File: src/rtl/afifo_rd_stream_if.sv
// Handshake bundle for the AFIFO read drain engine: the AFIFO pop port
// (rd_en/rdata/rd_empty) and the downstream valid/ready stream (m_*).
interface afifo_rd_stream_if #(
  parameter int DATA_WIDTH = 32
);
  logic                  rd_en;
  logic                  rd_empty;
  logic [DATA_WIDTH-1:0] rdata;
  logic                  m_valid;
  logic [DATA_WIDTH-1:0] m_data;
  logic                  m_ready;

  // Drain engine side: pops AFIFO, presents the stream.
  modport master (
    output rd_en,
    input  rd_empty,
    input  rdata,
    output m_valid,
    output m_data,
    input  m_ready
  );

  // AFIFO + downstream consumer side.
  modport slave (
    input  rd_en,
    output rd_empty,
    output rdata,
    input  m_valid,
    input  m_data,
    output m_ready
  );
endinterface

File: src/rtl/afifo_rd_stream.sv
// Read-side drain engine: pops AFIFO words, hides the 1-cycle read latency
// behind a small shift-style output buffer and re-presents them as a
// valid/ready stream. Counts delivered words and supports a synchronous flush.
module afifo_rd_stream #(
  parameter  int DATA_WIDTH = 32,
  parameter  int BUF_DEPTH  = 2,
  parameter  int CNT_WIDTH  = 16,
  localparam int LVL_W      = $clog2(BUF_DEPTH + 1),
  localparam int IDX_W      = $clog2(BUF_DEPTH)
) (
  input  logic                  clk_rd,
  input  logic                  rst_rd,
  afifo_rd_stream_if.master     bus,
  input  logic                  flush,
  output logic [CNT_WIDTH-1:0]  word_cnt,
  output logic [LVL_W-1:0]      buf_level
);

  logic [DATA_WIDTH-1:0] r_buf [BUF_DEPTH];
  logic [LVL_W-1:0]      r_level;
  logic                  r_inflight;
  logic [CNT_WIDTH-1:0]  r_cnt;

  logic                  w_pop;
  logic                  w_push;
  logic                  w_rd_en;
  logic [LVL_W:0]        w_committed;
  logic [LVL_W-1:0]      w_wr_lvl;
  logic [IDX_W-1:0]      w_wr_idx;

  // Handshake decode and credit check: a pop is only issued when the word it
  // returns is guaranteed a free slot, counting the word already in flight.
  // NOTE: every always_comb output gets a value on every path (here by
  // unconditional assignment), otherwise synthesis infers a latch.
  always_comb begin
    w_pop       = (r_level != '0) && bus.m_ready;
    w_push      = r_inflight && !flush;
    w_committed = {1'b0, r_level} + {{LVL_W{1'b0}}, r_inflight}
                - {{LVL_W{1'b0}}, w_pop};
    w_rd_en     = !rst_rd && !bus.rd_empty && !flush
                && (w_committed < (LVL_W+1)'(BUF_DEPTH));
    // Tail slot after this cycle's pop has shifted the entries down.
    w_wr_lvl    = r_level - {{(LVL_W-1){1'b0}}, w_pop};
    w_wr_idx    = w_wr_lvl[IDX_W-1:0];
  end

  // Buffer storage: entry 0 is the head; a pop shifts everything down and an
  // arrival lands just behind the last surviving entry.
  // NOTE: the buffer is reset (it is only a few words) so m_data reads 0
  // out of reset instead of X.
  always_ff @(posedge clk_rd or posedge rst_rd) begin
    if (rst_rd) begin
      for (int i = 0; i < BUF_DEPTH; i++) r_buf[i] <= '0;
    end else begin
      // NOTE: non-blocking assignments make the shift and the tail write see
      // pre-edge values; the tail write is last so it wins on the same slot.
      if (w_pop) begin
        for (int i = 0; i < BUF_DEPTH - 1; i++) r_buf[i] <= r_buf[i+1];
      end
      if (w_push && (w_wr_lvl < LVL_W'(BUF_DEPTH))) begin
        r_buf[w_wr_idx] <= bus.rdata;
      end
    end
  end

  // Occupancy and read-latency tracking; flush empties the buffer and drops
  // whatever word arrives on the same edge.
  always_ff @(posedge clk_rd or posedge rst_rd) begin
    if (rst_rd) begin
      r_level    <= '0;
      r_inflight <= 1'b0;
    end else begin
      r_inflight <= w_rd_en;
      if (flush) r_level <= '0;
      else       r_level <= r_level + {{(LVL_W-1){1'b0}}, w_push}
                                    - {{(LVL_W-1){1'b0}}, w_pop};
    end
  end

  // Delivered-word counter; a handshake in a flush cycle still counts.
  always_ff @(posedge clk_rd or posedge rst_rd) begin
    if (rst_rd) r_cnt <= '0;
    else if (w_pop) r_cnt <= r_cnt + 1'b1;
  end

  assign bus.rd_en   = w_rd_en;
  assign bus.m_valid = (r_level != '0);
  assign bus.m_data  = r_buf[0];
  assign word_cnt    = r_cnt;
  assign buf_level   = r_level;

endmodule

File: src/flat_wrapper.sv
// flat-port wrapper written by rule: the top's interface ports become plain ports
module afifo_rd_stream_flat 
#(
  parameter  int DATA_WIDTH = 32,
  parameter  int BUF_DEPTH  = 2,
  parameter  int CNT_WIDTH  = 16,
  localparam int LVL_W      = $clog2(BUF_DEPTH + 1),
  localparam int IDX_W      = $clog2(BUF_DEPTH)
)
  (clk_rd, rst_rd, flush, word_cnt, buf_level, bus_rd_en, bus_rd_empty, bus_rdata, bus_m_valid, bus_m_data, bus_m_ready);
  afifo_rd_stream_if #(.DATA_WIDTH(DATA_WIDTH)) bus_i ();
  input  logic clk_rd;
  input  logic rst_rd;
  input  logic flush;
  output logic [CNT_WIDTH-1:0] word_cnt;
  output logic [LVL_W-1:0] buf_level;
  output wire logic [$bits(bus_i.rd_en)-1:0] bus_rd_en;
  input wire logic [$bits(bus_i.rd_empty)-1:0] bus_rd_empty;
  input wire logic [$bits(bus_i.rdata)-1:0] bus_rdata;
  output wire logic [$bits(bus_i.m_valid)-1:0] bus_m_valid;
  output wire logic [$bits(bus_i.m_data)-1:0] bus_m_data;
  input wire logic [$bits(bus_i.m_ready)-1:0] bus_m_ready;
  assign bus_rd_en = bus_i.rd_en;
  assign bus_i.rd_empty = bus_rd_empty;
  assign bus_i.rdata = bus_rdata;
  assign bus_m_valid = bus_i.m_valid;
  assign bus_m_data = bus_i.m_data;
  assign bus_i.m_ready = bus_m_ready;
  afifo_rd_stream #(.DATA_WIDTH(DATA_WIDTH), .BUF_DEPTH(BUF_DEPTH), .CNT_WIDTH(CNT_WIDTH)) u_core (.clk_rd(clk_rd), .rst_rd(rst_rd), .bus(bus_i), .flush(flush), .word_cnt(word_cnt), .buf_level(buf_level));
endmodule
File: config.mk
export PLATFORM = sky130hd
export DESIGN_NAME = afifo_rd_stream_flat
export DESIGN_NICKNAME = d
export VERILOG_FILES = /design/src/rtl/afifo_rd_stream_if.sv /design/src/rtl/afifo_rd_stream.sv /design/src/flat_wrapper.sv
export SDC_FILE = /design/constraint.sdc
export NUM_CORES = 1
export LEC_CHECK = 0
export ABC_AREA = 1
export ABC_CLOCK_PERIOD_IN_PS = 7050
export CAP_MARGIN = 20
export CORE_MARGIN = 8
export CORE_UTILIZATION = 45
export CTS_CLUSTER_SIZE = 12
export DETAILED_ROUTE_END_ITERATION = 6
export PLACE_DENSITY_LB_ADDON = 0.08
export RECOVER_POWER = 25
export SYNTH_ARGS = -nofsm -noshare
export SYNTH_HDL_FRONTEND = slang
export SYNTH_SLANG_ARGS = --single-unit
File: constraint.sdc
create_clock -name clk_rd -period 7.05 [get_ports clk_rd]
set_clock_uncertainty 0.05 [all_clocks]
set_input_delay 2.115 -clock clk_rd [delete_from_list [all_inputs] [get_ports clk_rd]]
set_output_delay 2.115 -clock clk_rd [all_outputs]
set_load 0.02 [all_outputs]
Word-level counts from Yosys, hierarchy flattened
Cells that the tools add are included.
{"block": "word_totals", "reg_bits": 83, "in_bits": 37, "output_inout_bits": 52, "wordCells": 33}
{"block": "classes", "addsub": 6, "magnitude_cmp": 4, "mux": 6, "n_bitwise": 1, "reduce_logical": 11}
{"op": "$bwmux 64", "count": 1}
{"op": "$mux 32", "count": 2}
{"op": "$mux 64", "count": 1}
{"op": "$demux 32 s1", "count": 1}
{"op": "$add 16x1->16 const B", "count": 1}
{"op": "$logic_and 1x1->1", "count": 7}
{"op": "$sub 2x1->2", "count": 2}
{"op": "$add 2x1->3", "count": 1}
{"op": "$logic_not 1->1", "count": 3}
{"op": "$lt 3x2->1 const B", "count": 1}
{"op": "$sub 3x1->3", "count": 1}
{"op": "$add 2x1->2", "count": 1}
{"op": "$ge 2x2->1 const B", "count": 1}
{"op": "$lt 2x1->1 const B", "count": 1}
{"op": "$lt 2x2->1 const B", "count": 1}
{"op": "$mux 2", "count": 1}
{"op": "$not 1->2", "count": 1}
{"op": "$reduce_bool 2->1", "count": 1}

Logic depth before layout (Yosys ltp)
Gate-level depths: netlist of the first run.
{"block": "depth", "ltp_word": 10, "mapped_depth": 10, "mapped_depth_nobuf": 9}

Least setup slack after synthesis of the first run
Ideal clock, no wire load.
{"block": "synth_timing", "path_kind": "input to output", "start": "input port rst_rd", "end": "output port bus_rd_en", "t_arrival_ns": 4.755, "required_ns": 4.885, "path_slack_ns": 0.130, "cell_stages": 3, "path_buffers": 0, "path_cell_list": "inv_1 > nand2_1 > nor4_1"}
{"block": "synth_between", "elab_chain_len": 4}
{"element": "start: declaration", "line": "flat_wrapper.sv:13", "source": "input logic rst_rd;"}
{"element": "$logic_not 1->1", "line": "afifo_rd_stream.sv:40", "source": "w_rd_en = !rst_rd && !bus.rd_empty && !flush"}
{"element": "$logic_and 1x1->1 (2 in a row)", "line": "afifo_rd_stream.sv:40"}
{"element": "$logic_and 1x1->1", "line": "afifo_rd_stream.sv:41", "source": "&& (w_committed < (LVL_W+1)'(BUF_DEPTH));"}
{"element": "end: declaration", "line": "flat_wrapper.sv:17", "source": "output wire logic [$bits(bus_i.rd_en)-1:0] bus_rd_en;"}
Every way passes these cells.

Final worst setup path of the first run
{"block": "layout_timing", "start": "input port bus_m_ready", "end": "output port bus_rd_en"}
{"block": "layout_between", "elab_chain_len": 4}
{"element": "start: declaration", "line": "flat_wrapper.sv:22", "source": "input wire logic [$bits(bus_i.m_ready)-1:0] bus_m_ready;"}
{"element": "$logic_and 1x1->1", "line": "afifo_rd_stream.sv:36", "source": "w_pop = (r_level != '0) && bus.m_ready;"}
{"element": "$sub 3x1->3", "line": "afifo_rd_stream.sv:39", "source": "- {{LVL_W{1'b0}}, w_pop};"}
{"element": "$lt 3x2->1", "line": "afifo_rd_stream.sv:41"}
{"element": "$logic_and 1x1->1", "line": "afifo_rd_stream.sv:41"}
Every way passes these cells.

==> impl_metrics.toml, run 1 <==
[critical_path]
worstReg2RegEnd = "u_core.word_cnt[11]$_DFFE_PP0P_"
worst-path-max-fanout = 4
critPathKind = "primary input to output port"
worst-endpoint-arrival_ns = 4.70
reg2regPathDepth = 8
rr_startpoint = "u_core.buf_level[1]$_DFF_PP0_"
startpoint = "bus_m_ready"
worstPathRequired_ns = 4.89
worst_setup_path_end_kind = "output port"
start_kind = "primary input"
reg2reg_slack_ns = 3.90

[global_route]
grtUsageMet2 = 0.268
grt_antenna_before_repair = 0
grt_use_met1 = 0.193
grt_pass1_vias = 3467
grt_pass1_wl_mm = 16.5
grt-busiest-layer = "met2"
grt_max_degree = 53
grt_use_met3 = 0.0449
grt-ovfl-total = 0
gr-usage-all-layers = 0.162

[sta]
setup_viol = 0
slew_headroom = -0.289
fmax_mhz = 146
post-route-period-util = 0.974
final_hold_viol_count = 0
rsz0062_at_grt = "false"
fin_setup_tns_ns = 0
drv_slew = 73
layout_min_cycle_time_ns = 6.87
worst_pin_slew_ns = 1.93

[run]
maxCapViolCount = 2

[clock_tree]
cts_resized = 0
insertion_delay_ns = 0.35
cts_buffers = 9
path_clk_slew_ns = 0.08
hold_buffers = 0
cts.sinks = 83
postCtsSetupBuffers = 0
clockBufferDepth = 2
cts_root_buf = "clkbuf_8"
cts_tree = "done"
ctsHtreeMaxLevel = 3

[power]
power_density_nw_per_um2 = 363
finalPower_mw = 1.83
switchingPower_mw = 0.678
pwr-share-comb = 0.402
p_int_mw = 1.15
p_clk_frac = 0.185
p_sw_frac = 0.370
p_seq_frac = 0.413
leakagePower_nw = 2.60
vdd_ir_drop_max_mv = 0.175

[synth]
syn_area_um2 = 4120
syn_nets = 577
synth_area_leaders = "dfrtp_1 50%, nand2_1 25%, buf_4 5.8%, nand3_1 4.0%, inv_1 2.5%"
ys_warn_count = 0
yosysSeqAreaShare = 0.505
synth_area_leader_cell = "dfrtp_1"
ys_seq_elements = 83
synth.top_cell.area_share = 0.505
syn-mean-instance-area_um2 = 7.68
ys_types = 24
syn_inst = 536

[hold_path]
hold_class = "register to register"
hold_path_depth = 2

[placement]
dp_hpwl_mm = 6.62
gp_congestion = 0.778
postPlaceCellArea_um2 = 4860
port_buffers = 88

[run_status]
violations = "capacitance limit, slew limit"
status = "complete, but fails checks"

[detailed_routing]
avgRoutedWirePerCell_um = 13.9
drc_errors = 0
num_vias = 3385
first_pass_iters = 4
drtAntennaViolNets = 0
drtIter0Drc = 164
wl_mm = 9.79
vias_per_cell = 4.79

[final_layout]
fin_area_um2 = 5050
diodes = 0
layout_common_cells = "278 x nand2_1, 87 x clkdlybuf4s50_1, 83 x dfrtp_1"
post-route-util = 0.557
layout_commonest_cell = "nand2_1"
nNetsFinal = 631
syn2layout_area_growth_pct = 22.6
drive_gt1_frac = 0.0471

[floorplanning]
core-area_um2 = 9060
io_pins = 89
dieArea_um2 = 12500
die_w_um = 112
rows = 35
start_util = 0.454
die_h_um = 112
## kinds of logic after synthesis
kind of cell / synth area share
buf+inv: 0.109
simple gates: 0.332
fa+ha+maj: 0.0140
flops: 0.505
xor+xnor: 0.0192
compound gates: 0.0213
## area by class of cell
type / count / area [um^2]
clock buffers: 11 / 141
clock inverters: 5 / 52.6
fillers: 868 / 4020
inverters: 29 / 110
multi-input cells: 371 / 1600
flip-flops and latches: 83 / 2080
well taps: 111 / 139
repair buffers: 96 / 931
## critical path, cell delays in order
cell	delay, ns
clkdlybuf4s50_1	0.49
inv_1	0.08
nor2_4	0.12
nand2_2	0.09
nand2_2	0.07
nand2_1	0.07
fa_1	0.50
nand2_1	0.06
nor4_1	0.41
clkdlybuf4s50_1	0.71
## Yosys cell counts
| master | instances |
|---|---|
| nand2_1 | 278 |
| o21ai_0 | 16 |
| xor2_1 | 3 |
| nand3b_1 | 1 |
| nor4_1 | 1 |
| nand2_2 | 2 |
| nand3_2 | 1 |
| buf_1 | 1 |
| buf_4 | 32 |
| nor2_2 | 1 |
| o21bai_1 | 1 |
| fa_1 | 1 |
| inv_1 | 27 |
| clkbuf_1 | 9 |
| nand3_1 | 33 |
| nand4_1 | 5 |
| xnor2_1 | 6 |
| nor3_4 | 1 |
| dfrtp_1 | 83 |
| buf_2 | 10 |
| ha_1 | 3 |
| inv_2 | 2 |
| nor2_1 | 18 |
| buf_6 | 1 |
## worst max-delay path by stage
stage	to	slack [ns]	cells past startpoint
global route	bus_rd_en	0.05	10
CTS	bus_rd_en	0.19	10
floorplan	bus_rd_en	0.13	3
detailed placement	bus_rd_en	0.22	10
global placement	bus_rd_en	0.19	10
finish	bus_rd_en	0.18	10
## power groups by stage
stage | Clock [mW] | Sequential [mW] | Combinational [mW]
5_1_grt | 0.372 | 0.780 | 0.818
3_5_place_dp | 0 | 0.764 | 0.746
2_1_floorplan | 0 | 0.751 | 0.555
3_3_place_gp | 0 | 0.761 | 0.735
6_report | 0.338 | 0.756 | 0.737
4_1_cts | 0.352 | 0.757 | 0.750
## per-layer routing
layer / vias up / routed length, um
met5: - / 0
met4: 0 / 196
met3: 16 / 543
met2: 84 / 4560
met1: 1568 / 4500
li1: 1717 / -
## metrics by stage
step                      hold slack [ns]  std cells  worst slack (ns)
after floorplan                     0.392        536             0.130
after global placement              0.405        690             0.192
after detailed placement            0.409        690             0.215
after CTS                           0.428        706             0.188
after global routing                0.454        706            0.0521
final                               0.425        706             0.184
Power figures use the tool's default switching activity.
==> inputs of run 2 (changes only) <==
Settings changed: CAP_MARGIN 20 to 40, SLEW_MARGIN from default to 40.
==> results of run 2 <==
Final layout, timing and power as in run 1 (identical DEF).
==> inputs of run 3 (changes only) <==
Settings changed: CORE_ASPECT_RATIO from default to 0.9, SKIP_CTS_REPAIR_TIMING from default to 1.
==> impl_metrics.toml, run 3 (same netlist as run 1, synthesis figures left out) <==
[hold_path]
hold_class = "register to register"

[run_status]
status = "complete, but fails checks"
violations = "capacitance limit, slew limit"

[detailed_routing]
num_vias = 3398
drtIter0Drc = 140
wl_mm = 9.70
avgRoutedWirePerCell_um = 13.6
first_pass_iters = 4
drc_errors = 0
vias_per_cell = 4.75
drtAntennaViolNets = 0

[sta]
fin_setup_tns_ns = 0
finalHoldWorstSlack_ns = 0.426
drv_slew = 100
fmax_mhz = 147
setup_viol = 0
worst_pin_slew_ns = 1.87
layout_min_cycle_time_ns = 6.78
slew_headroom = -0.247
post-route-period-util = 0.962
final_hold_viol_count = 0
rsz0062_at_grt = "false"
fin_ws_ns = 0.269

[floorplanning]
die_w_um = 117
start_util = 0.457
core-area_um2 = 9000
dieArea_um2 = 12500
die_h_um = 107
rows = 33
io_pins = 89

[global_route]
gr-usage-all-layers = 0.168
grt_pass1_wl_mm = 16.6
grt_antenna_before_repair = 0
grt_max_degree = 62
grt_pass1_vias = 3486
grt-ovfl-total = 0

[clock_tree]
cts.sinks = 83
path_clk_slew_ns = 0.08
ctsHtreeMaxLevel = 3
cts_root_buf = "clkbuf_8"
cts_buffers = 9
cts_tree = "done"
insertion_delay_ns = 0.35
clockBufferDepth = 2

[final_layout]
syn2layout_area_growth_pct = 22.7
nNetsFinal = 630
drive_gt1_frac = 0.0472
layout_commonest_cell = "nand2_1"
diodes = 0
layout_common_cells = "278 x nand2_1, 87 x clkdlybuf4s50_1, 83 x dfrtp_1"

[power]
leakagePower_nw = 2.59
power_density_nw_per_um2 = 360
vdd_ir_drop_max_mv = 0.165

[critical_path]
crit_path_top_delay_cell = "clkdlybuf4s50_1"
worstPathRequired_ns = 4.89
path_buf_inv = 3
worst_setup_path_end_kind = "output port"
start_kind = "primary input"
cp_cell_sequence = "clkdlybuf4s50_1, inv_2, nor2_4, nand2_2, nand2_2, nand2_1, fa_1, nand2_1, nor4_1, clkdlybuf4s50_1"
critPathKind = "primary input to output port"
worst-endpoint-arrival_ns = 4.62
cpLargestDelayFamily = "buffers and inverters"
cp_slowest_stage_delay_ns = 0.71
worst-path-max-fanout = 4

[run]
maxCapViolCount = 2

[placement]
gp_congestion = 0.777
dp_hpwl_mm = 6.39
port_buffers = 88
place_ws_ns = 0.257
run 3: cell count changes in the layout (fill, tap and decap cells not counted), sizes merged:
cell,delta
buf,-1
clkbuf,-2
clkinv,+1
run 3: path summary, 6_finish.rpt:
path | start | to | slack [ns] | depth (start not counted)
setup reg to reg | u_core.buf_level[1]$_DFF_PP0_ | u_core.bus.m_data[18]$_DFF_PP0_ | 3.80 | 9
setup / recovery | bus_m_ready | bus_rd_en | 0.27 | 10
max in group asynchronous | rst_rd | u_core.bus.m_data[26]$_DFF_PP0_ | 2.16 | 4
hold / removal | register | register | 0.43 | 2
min in group asynchronous | rst_rd | u_core.word_cnt[2]$_DFFE_PP0P_ | 2.66 | 3
hold reg to reg | register | register | 0.43 | 2
run 3: metal layers:
metal | vias to the layer above | global-route usage | wire, um
met5 | - | 0 | 0
met4 | 0 | 0.0493 | 115
met3 | 11 | 0.0556 | 748
met2 | 71 | 0.276 | 4540
met1 | 1603 | 0.204 | 4290
li1 | 1713 | - | -
run 3: layout make-up:
type / instances / area [um^2]
fill: 907 / 3950
sequential: 83 / 2080
multi-input combinational: 371 / 1600
timing repair buffer: 95 / 923
tap: 122 / 153
clock buffer: 9 / 124
inverter: 29 / 110
clock inverter: 6 / 57.6
run 3: worst reg2reg max path: cells and delay by family (launching register included):
kind,cells,cell delay (ns)
adders and majority gates,1,0.35
buffers and inverters,1,0.58
and+or+nand+nor,7,1.72
DFF,1,0.49
run 3: power breakdown:
group	internal [mW]	leakage, nW	switching, mW
registers	0.649	1.11	0.106
clock network	0.159	0.0946	0.168
logic	0.331	1.38	0.404
total	1.14	2.59	0.678
run 3: through the flow:
step           area [um^2]  instances  power (mW)  utilization
6_report              5050        715        1.82        0.561
5_1_grt               5050        715        1.96        0.561
4_1_cts               5060        715        1.85        0.562
3_5_place_dp          4880        700        1.51        0.542
3_3_place_gp          4870        700        1.49        0.541
2_1_floorplan         4120        536        1.31            -
